**config.mk**
```make
export PLATFORM = sky130hd
export DESIGN_NAME = frame_config_loader
export DESIGN_NICKNAME = d
export VERILOG_FILES = /design/src/rtl/frame_config_loader.sv
export SDC_FILE = /design/constraint.sdc
export NUM_CORES = 1
export LEC_CHECK = 0
export BUFFER_PORTS_ARGS = -buffer_cell sky130_fd_sc_hd__buf_2
export CAP_MARGIN = 25
export CORE_MARGIN = 3
export CORE_UTILIZATION = 52
export CTS_CLUSTER_DIAMETER = 50
export DETAILED_ROUTE_END_ITERATION = 16
export MAX_ROUTING_LAYER = met4
export PLACE_DENSITY_LB_ADDON = 0.08
export SLEW_MARGIN = 20
export SYNTH_ARGS = -nofsm -noshare
export SYNTH_HDL_FRONTEND = slang
export SYNTH_SLANG_ARGS = --single-unit
```
**constraint.sdc**
```tcl
create_clock -name prog_clk -period 2.8 [get_ports prog_clk]
set_input_delay 0.28 -clock prog_clk [delete_from_list [all_inputs] [get_ports prog_clk]]
set_output_delay 0.28 -clock prog_clk [all_outputs]
set_load 0.05 [all_outputs]
```
**src/rtl/frame_config_loader.sv**
```systemverilog
// Serial configuration-frame write controller: takes one bitstream bit per
// valid/ready handshake and writes it to the next frame address with setup/strobe/hold.
module frame_config_loader #(
  parameter int ADDR_WIDTH = 4,
  parameter int NUM_WORDS  = 16
) (
  input  logic                  prog_clk,
  input  logic                  pReset,
  input  logic                  start,
  input  logic                  cfg_bit,
  input  logic                  cfg_valid,
  output logic                  cfg_ready,
  output logic                  enable,
  output logic [0:ADDR_WIDTH-1] address,
  output logic                  data_in,
  output logic                  busy,
  output logic                  done
);

  typedef enum logic [2:0] {
    S_IDLE,
    S_FETCH,
    S_SETUP,
    S_STROBE,
    S_HOLD,
    S_DONE
  } state_e;

  // One extra counter bit so the terminal compare cannot wrap at NUM_WORDS = 2^ADDR_WIDTH.
  localparam logic [ADDR_WIDTH:0] LAST_IDX = (ADDR_WIDTH + 1)'(NUM_WORDS - 1);

  state_e                state_q, state_d;
  logic [ADDR_WIDTH:0]   idx_q, idx_d;
  logic [ADDR_WIDTH-1:0] addr_q, addr_d;
  logic                  data_q, data_d;
  logic                  ready_q, ready_d;
  logic                  enable_q, enable_d;
  logic                  busy_q, busy_d;
  logic                  done_q, done_d;

  always_ff @(posedge prog_clk or posedge pReset) begin
    if (pReset) begin
      state_q <= S_IDLE;
      idx_q   <= '0;
      addr_q  <= '0;
      data_q  <= 1'b0;
    end else begin
      state_q <= state_d;
      idx_q   <= idx_d;
      addr_q  <= addr_d;
      data_q  <= data_d;
    end
  end

  always_comb begin
    state_d = state_q;
    idx_d   = idx_q;
    addr_d  = addr_q;
    data_d  = data_q;
    case (state_q)
      S_IDLE, S_DONE: begin
        idx_d = '0;
        if (start) begin
          state_d = S_FETCH;
        end
      end
      S_FETCH: begin
        // Address and data only ever change here, which gives setup and hold for free.
        if (cfg_valid && ready_q) begin
          addr_d  = idx_q[ADDR_WIDTH-1:0];
          data_d  = cfg_bit;
          state_d = S_SETUP;
        end
      end
      S_SETUP:  state_d = S_STROBE;
      S_STROBE: state_d = S_HOLD;
      S_HOLD: begin
        if (idx_q == LAST_IDX) begin
          state_d = S_DONE;
        end else begin
          idx_d   = idx_q + 1'b1;
          state_d = S_FETCH;
        end
      end
      default: state_d = S_IDLE;
    endcase
  end

  // Status flags are decoded from the next state so they are registered alongside it.
  always_comb begin
    ready_d  = (state_d == S_FETCH);
    enable_d = (state_d == S_STROBE);
    busy_d   = (state_d == S_FETCH) || (state_d == S_SETUP) ||
               (state_d == S_STROBE) || (state_d == S_HOLD);
    done_d   = (state_d == S_DONE);
  end

  always_ff @(posedge prog_clk or posedge pReset) begin
    if (pReset) begin
      ready_q  <= 1'b0;
      enable_q <= 1'b0;
      busy_q   <= 1'b0;
      done_q   <= 1'b0;
    end else begin
      ready_q  <= ready_d;
      enable_q <= enable_d;
      busy_q   <= busy_d;
      done_q   <= done_d;
    end
  end

  assign cfg_ready = ready_q;
  assign enable    = enable_q;
  assign address   = addr_q;
  assign data_in   = data_q;
  assign busy      = busy_q;
  assign done      = done_q;

endmodule

```
==> run metrics, run 1 <==
first-pass GRT wire length=roughly 2300 um; Post-CTS Setup Inserts=0; Yosys top cell by area=dfrtp_1; Initial DRC Count=1; clock-pin slew on the worst setup and hold paths=100 ps; residual DRC count=0; Root Driver=clkbuf_4; Post-Layout Inst Area=slightly below 900 um^2; Reg power frac=0.466; DR vias/cell=approximately 5.4; synth warn=0; wire length per cell=around 13 um; die footprint=between 2000 and 2500 um^2; total track usage=0.161; Fin Setup TNS=0 ps; met2 layer wire length in the routed design=571 um; top-count cell post-synth=dfrtp_1; fraction of layout cells with a size suffix above 1=0.258; Max Cap Viol=0; Mapped Area=798 um^2; I/O pin count=14; Post-synth EDFFs=0; H-Tree Depth=1; final worst path period need=roughly 2300 ps; Max clock buf depth=2; CTS tree=yes; part of the Yosys area used for sequential elements=0.533; Setup crit end kind=register; required time worst endpoint=3020 ps; Final period util=0.830; PortBufs=13; syn_nets=83; initial antenna violation count=0; post-synthesis async set-or-reset flop share=1.00; Initial Util=0.584; HP Class=input port to asynchronous set/reset pin; Int Power=449 uW; Final Setup Violations=0; prevailing post-synth register cell=dfrtp_1; TritonRoute pass-1 iters=4; drt total wl=approximately 1400 um; TritonCTS Sinks=17; post-DP HPWL=968 um; Setup Skew=between 9 and 10 ps; status=completed; area grow syn2layout=11.9%; DR vias=around 560; TritonCTS Buffers=3; row count=13; Synth top area share=0.533; CP startpoint kind=register; Leak=about 0.00044 uW; largest net degree at the start of global routing=18; #FFs+latches synth=17; Slew @ Worst Pin=roughly 600 ps; worst skew pair latency=roughly 280 ps; clock network fraction of total power=0.159; slack of the critical path=between 400 and 500 ps; RSZ-0062 raised after global routing=false; top cells by area, synth=dfrtp_1, mux2_2, nor2_1, a21oi_1, ha_1; Worst EP arrival=between 2000 and 3000 ps; Mean Syn Cell Area=about 11 um^2; M1 wire length=around 720 um; DIE WIDTH=approximately 45 um; Syn Inst Count=76; n_diodes=0; die height=between 40 and 50 um; PwrDens=around 900 nW/um^2; Worst Setup Path Type=register to register; cts hold-fix bufs=0; # resized after CTS=0; grt total ovfl=0; core box area=1370 um^2; most frequent cells after synthesis=dfrtp_1, nor2_1, a21oi_1, mux2_2, nand2_1; max layer used=met4; Register-to-Register Path Depth=6; Slew Limit Fails=0; Worst slew margin=0.602; placed cell area=approximately 870 um^2; Sw Ratio=0.435; P_sw=between 300 and 400 uW; Hold WS=about 41 ps; met3 wire len=about 51 um; Yosys cell types=29; fmax=between 400 and 500 MHz; vias in the first global route=about 530; Final nets=97; antenna viol nets, final=0; Final Hold Vio Count=0; Comb pwr share=0.375; worst vdd ir=roughly 0.55 mV; Placement Setup Slack=511 ps; critical path peak fanout=7; Final Wtd Congestion=just under 0.8
final timing paths:
kind / end / slack (ps) / start
setup / recovery: idx_q[3] / 480 / idx_q[0]
hold / removal: data_in / 40 / pReset
setup reg to reg: idx_q[3] / 480 / idx_q[0]
hold reg to reg: address[0] / 510 / address[0]
max in group asynchronous: state_q[0] / 2360 / pReset
min in group prog_clk: data_in / 220 / cfg_bit
area by class of cell:
cell class,instances,area (um^2)
clock inverters,1,5.00
flip-flops and latches,17,425
clock buffers,3,22.5
repair buffers,13,65.1
well taps,15,18.8
inverters,3,11.3
fillers,114,473
multi-input cells,52,345
state kept, by name, summed over array words and instances, names as in the netlist:
register,cells
address,4
data_in,1
busy,1
done,1
enable,1
cfg_ready,1
state_q,3
idx_q,5
metrics by stage:
stage,cells,util,power [uW]
detailed placement,100,0.634,673
CTS,104,0.654,802
floorplan,76,-,609
finish,104,0.654,795
global placement,100,0.634,668
global route,104,0.654,844
critical path, cell delays in order, from the launching register on:
cell     delay [ps]
dfrtp_1         430
ha_1            230
and3_1          170
ha_1            230
or4b_1          670
or3_1           390
a21oi_1         140
cells by family (layout without fill, tap and decap cells):
logic type                 Yosys count  in the layout  share of synthesized area
AOI/OAI and AO/OA                   17             17                      0.133
xor gates and xnor gates             1              1                     0.0110
adders and majority gates            2              2                     0.0313
buffers and inverters                7             20                     0.0345
DFF                                 17             17                      0.533
muxes                                6              6                     0.0831
and+or+nand+nor                     26             26                      0.174
power by group through the flow:
stage                     Combinational (uW)  Sequential [uW]  Clock, uW
after floorplan                          164              446          0
after global placement                   298              370          0
after detailed placement                 299              374          0
after CTS                                301              370        132
after global routing                     323              381        140
final                                    298              370        126
per-layer routing:
| layer | global-route usage | vias to the layer above |
|---|---|---|
| li1 | - | 294 |
| met1 | 0.218 | 257 |
| met2 | 0.223 | 10 |
| met3 | 0.0359 | 2 |
| met4 | 0.0877 | 0 |
| met5 | - | - |
cell usage in the layout, fill, tap and decap left out:
cell	instances
a211oi_1	2
a21o_1	1
a21oi_1	5
a221oi_1	1
a22o_1	1
and3_1	2
buf_2	13
clkbuf_4	3
clkinv_2	1
dfrtp_1	17
ha_1	2
inv_1	3
mux2_2	5
mux2i_1	1
nand2_1	5
nand2b_1	2
nand3_1	1
nand4b_1	1
nor2_1	8
nor4_1	1
nor4b_1	1
o211ai_1	1
o21ai_0	4
o21bai_1	1
o22ai_1	1
or2_2	1
or2b_1	1
or3_1	2
or4b_1	1
xor2_1	1
Power figures use the tool's default switching activity.
==> inputs of run 2 (changes only) <==
CORE_UTILIZATION = 47   (was 52)
clock period = 2.1 ns   (was 2.8 ns; I/O delays follow)
==> run metrics, run 2 (synthesis gave the netlist of run 1 again) <==
Final Non-Filler Cells=111 (+6.7%); status=complete, but fails checks; Max clock buf depth=2 (unchanged); cts hold-fix bufs=0 (unchanged); required time worst endpoint=2320 ps (-700 ps); HP Class=input port to asynchronous set/reset pin; Worst EP arrival=2260 ps (-280 ps); fraction of layout cells with a size suffix above 1=0.337 (+0.0784); slack of the critical path=63.6 ps (-412 ps); total track usage=0.162 (+0.000412); Setup Skew=1.54 ps (-7.56 ps); fmax=491 MHz (+14%); Final Setup Violations=0 (unchanged); TritonCTS Buffers=3 (unchanged); Final Util=0.608 (-0.0455); Hold WS=-11.0 ps (-51.6 ps); Buf+Inv Stages, Crit Path=0 (unchanged); residual DRC count=0 (unchanged); Final Hold Vio Count=17 (+17); largest net degree at the start of global routing=18 (unchanged); PortBufs=13 (unchanged); area occupied by multi-input gates=354 um^2 (+2.5%); die footprint=2230 um^2 (+9.2%); Slew Limit Fails=0 (unchanged); CP cell instances=ha_2 > and3_1 > ha_2 > or4b_4 > or3_1 > a21oi_1; initial antenna violation count=0 (unchanged); post-DP HPWL=1050 um (+8.0%); Max Cap Viol=0 (unchanged); Root Driver=clkbuf_4; H-Tree Depth=1 (unchanged); Worst slew margin=0.570 (-0.0322); row count=14 (+1); Final nets=103 (+6.2%); clock-pin slew on the worst setup and hold paths=100 ps (about the same); Register-to-Register Path Depth=6 (unchanged); Slew @ Worst Pin=645 ps (+48.2 ps); drt total wl=1470 um (+8.9%); Worst Setup Path Type=register to register; Final period util=0.970 (+0.140); Post-Layout Inst Area=948 um^2 (+6.2%); first-pass GRT wire length=2370 um (+4.2%); CP delay by family, top=simple AND/OR/NAND/NOR gates; max reg flops=5 (unchanged); CP startpoint kind=register; antenna viol nets, final=0 (unchanged); vias in the first global route=521 (-2.3%); Top reg by flops=idx_q; critical path peak fanout=5 (-2); CTS tree=yes; worst vdd ir=0.633 mV (+16%); I/O pin count=14 (unchanged); placed cell area=910 um^2 (+5.1%); final worst path period need=2040 ps (-288 ps); commonest non-fill, non-tap cell in the layout=dfrtp_1; failing checks=hold timing; Final Wtd Congestion=0.837 (+7.1%); Critical-path top delay cell=or4b_4; TritonRoute pass-1 iters=4 (unchanged); die height=47.2 um (+4.5%); commonest cells after routing, fill and taps aside=dfrtp_1, buf_2, nor2_1, buf_4; DR vias=622 (+10%); core box area=1560 um^2 (+14%); DR vias/cell=5.60 (+3.5%); CP Depth=6 (unchanged); wire length per cell=13.3 um (+2.1%); TritonCTS Sinks=17 (unchanged); Initial Util=0.512 (-0.0722); placed insts=106 (+6.0%); filler cell count=136 (+19%); Initial DRC Count=9 (+8); n_diodes=0 (unchanged); Setup crit end kind=register; worst skew pair latency=290 ps (about the same); area grow syn2layout=18.8%; slowest stage delay, CP=540 ps (-130 ps); PwrDens=1160 nW/um^2 (+30%); Placement Setup Slack=76.5 ps (-434 ps); Leak=0.000470 uW (+6.5%); Most common cell on crit path=ha_2; Sequential Area=425 um^2 (unchanged); grt total ovfl=0 (unchanged); DIE WIDTH=47.2 um (+4.5%)
==> run 2: final cells by class <==
cell class,instances,area share
Clock buffer,3,0.0237
Clock inverter,1,0.00528
Inverter,3,0.0119
Multi-Input combinational cell,52,0.373
Sequential cell,17,0.449
Tap cell,16,0.0211
Timing Repair Buffer,19,0.116
==> run 2: where the power goes <==
part	total (uW)	internal [uW]	leakage [uW]	switching (uW)
Sequential	481	394	0.000223	86.5
Clock	175	70.7	0.0000177	104
Combinational	443	161	0.000229	282
==> run 2: metrics by stage <==
| step | setup TNS [ps] | hold WS [ps] | power [uW] |
|---|---|---|---|
| 6_report | 0 | -11.0 | 1100 |
| 5_1_grt | -1.50 | 20.4 | 1180 |
| 4_1_cts | 0 | 4.63 | 1100 |
| 3_5_place_dp | 0 | 335 | 923 |
| 3_3_place_gp | 0 | 326 | 918 |
| 2_1_floorplan | 0 | 136 | 813 |
==> run 2: worst paths after layout <==
check,start,to,slack (ps)
setup reg to reg,idx_q[1],idx_q[3],60
hold reg to reg,data_in,data_in,510
hold / removal,pReset,data_in,-10
min in group prog_clk,start,done,140
setup / recovery,idx_q[1],idx_q[3],60
max in group asynchronous,pReset,busy,1700
==> run 2: what timing repair did <==
item / 4_1_cts / 5_1_grt
gates resized for setup: 0 / 1
setup endpoints to repair: 0 / 1
buffers inserted: 0 / 1
endpoints found under the hold margin: 0 / 0
==> run 2: routing by layer <==
layer | part of all wire | routed length, um | global-route usage
met1 | 0.47 | 692 | 0.219
met2 | 0.47 | 697 | 0.225
met4 | 0.014 | 21 | 0.0829
met5 | 0 | 0 | -
met3 | 0.043 | 63 | 0.0345
==> inputs of run 3 (changes only) <==
CORE_MARGIN = 4   (was 3)
==> run metrics, run 3 (synthesis gave the netlist of run 1 again) <==
met2 layer wire length in the routed design=641 um (-8.0%); slack of the critical path=73.5 ps (+9.93 ps); placed insts=108 (+1.9%); residual DRC count=0 (unchanged); Sw Ratio=0.428 (-0.00222); fraction of layout cells with a size suffix above 1=0.351 (+0.0137); critical path peak fanout=4 (-1); clock network fraction of total power=0.158 (about the same); initial antenna violation count=0 (unchanged); Leak=0.000480 uW (+2.2%); P_sw=479 uW (+1.4%); CTS tree=yes; TritonCTS Buffers=3 (unchanged); Int Power=640 uW (+2.3%); wire length per cell=12.9 um (-2.5%); area occupied by multi-input gates=360 um^2 (+1.8%); n_diodes=0 (unchanged); Final Setup Violations=0 (unchanged); Reg power frac=0.400 (-0.038); vias in the first global route=558 (+7.1%); TritonCTS Sinks=17 (unchanged); worst vdd ir=0.664 mV (+4.9%); Worst EP arrival=2260 ps (about the same); DR vias=618 (-0.64%); commonest non-fill, non-tap cell in the layout=dfrtp_1; grt total ovfl=0 (unchanged); Worst Setup Path Type=register to register; filler cell count=140 (+2.9%); I/O pin count=14 (unchanged); Final Util=0.624 (+0.0152); required time worst endpoint=2330 ps (about the same); Final Hold Vio Count=0 (-17); area grow syn2layout=21.8%; drt total wl=1460 um (-0.75%); Placement Setup Slack=40.3 ps (-36.3 ps); M1 wire length=723 um (+4.5%); Sequential Area=425 um^2 (unchanged); max reg flops=5 (unchanged); Root Driver=clkbuf_4; Initial DRC Count=4 (-5); PwrDens=1150 nW/um^2 (-0.59%); status=completed; Final Wtd Congestion=0.793 (-5.3%); Final period util=0.965 (-0.00473); die height=49.2 um (+4.2%); max layer used=met4; Worst slew margin=0.565 (-0.00481); met3 wire len=51 um (-19%); total track usage=0.145 (-0.0170); Slew Limit Fails=0 (unchanged); row count=14 (unchanged); H-Tree Depth=1 (unchanged); die footprint=2420 um^2 (+8.7%); worst skew pair latency=290 ps (about the same); largest net degree at the start of global routing=18 (unchanged); first-pass GRT wire length=2540 um (+7.3%); TritonRoute pass-1 iters=2 (-2); Initial Util=0.512 (unchanged); fmax=493 MHz (+0.49%); core box area=1560 um^2 (unchanged); PortBufs=13 (unchanged); Max Cap Viol=0 (unchanged); commonest cells after routing, fill and taps aside=dfrtp_1, buf_2, nor2_1, buf_4; RSZ-0062 raised after global routing=true; Setup crit end kind=register; Final nets=105 (+1.9%); clock-pin slew on the worst setup and hold paths=100 ps (about the same); DR vias/cell=5.47 (-2.4%); Post-CTS Setup Inserts=0 (unchanged); HP Class=input port to register; Max clock buf depth=2 (unchanged); Setup Skew=4.75 ps (+3.22 ps); Top reg by flops=idx_q; CP startpoint kind=register; Power Total=1120 uW (+1.9%); final worst path period need=2030 ps (-9.93 ps); post-DP HPWL=1060 um (+1.2%); antenna viol nets, final=0 (unchanged); Final Non-Filler Cells=113 (+1.8%); Slew @ Worst Pin=652 ps (+7.21 ps); DIE WIDTH=49.2 um (+4.2%); Comb pwr share=0.442 (+0.039)
==> run 3: changes by cell type in the layout (fill, tap and decap cells not counted) <==
cell	change
buf_4	+1
o21ai_0	-1
o21ai_1	+1
dlygate4sd3_1	+1
nor4b_1	-1
nor4b_2	+1
==> run 3: area by class of cell <==
class / count / share of cell area
clock buffers: 3 / 0.0232
clock inverters: 1 / 0.00515
inverters: 3 / 0.0116
multi-input cells: 52 / 0.371
flip-flops and latches: 17 / 0.438
well taps: 16 / 0.0206
repair buffers: 21 / 0.131
==> run 3: critical path, cell delays in order (launching register included) <==
cell     delay [ps]
dfrtp_1         420
ha_2            200
and3_1          160
ha_2            180
or4b_4          530
or3_1           350
a21oi_1         120
==> run 3: timing repair <==
| item | CTS | global route |
|---|---|---|
| gates resized for setup | 0 | 3 |
| hold endpoints to repair | 4 | 0 |
| hold buffers | 1 | 0 |
| setup endpoints to repair | 0 | 3 |
==> run 3: final timing paths <==
path	start	endpoint	slack (ps)	cells past startpoint
setup / recovery	idx_q[1]	idx_q[3]	70	6
hold / removal	start	done	140	2
setup reg to reg	idx_q[1]	idx_q[3]	70	6
hold reg to reg	data_in	data_in	510	1
max in group asynchronous	pReset	address[2]	1140	3
min in group asynchronous	pReset	idx_q[0]	540	3
==> run 3: routing by layer <==
layer  vias to the layer above  global-route usage
li1                        319                   -
met1                       284               0.181
met2                        10               0.196
met3                         5              0.0367
met4                         0               0.114
met5                         -                   -
==> run 3: power groups by stage <==
| stage | clock network [uW] | logic (uW) | registers [uW] |
|---|---|---|---|
| global placement | 0 | 488 | 450 |
| global route | 209 | 536 | 459 |
| CTS | 189 | 493 | 443 |
| floorplan | 0 | 218 | 595 |
| finish | 177 | 495 | 448 |
| detailed placement | 0 | 491 | 449 |
==> run 3: through the flow <==
| stage | TNS, ps | hold slack [ps] | instance area [um^2] |
|---|---|---|---|
| 5_1_grt | -33.2 | 121 | 972 |
| 4_1_cts | 0 | 132 | 962 |
| 3_3_place_gp | 0 | 328 | 925 |
| 2_1_floorplan | 0 | 136 | 803 |
| 3_5_place_dp | 0 | 337 | 925 |
| 6_report | 0 | 145 | 972 |
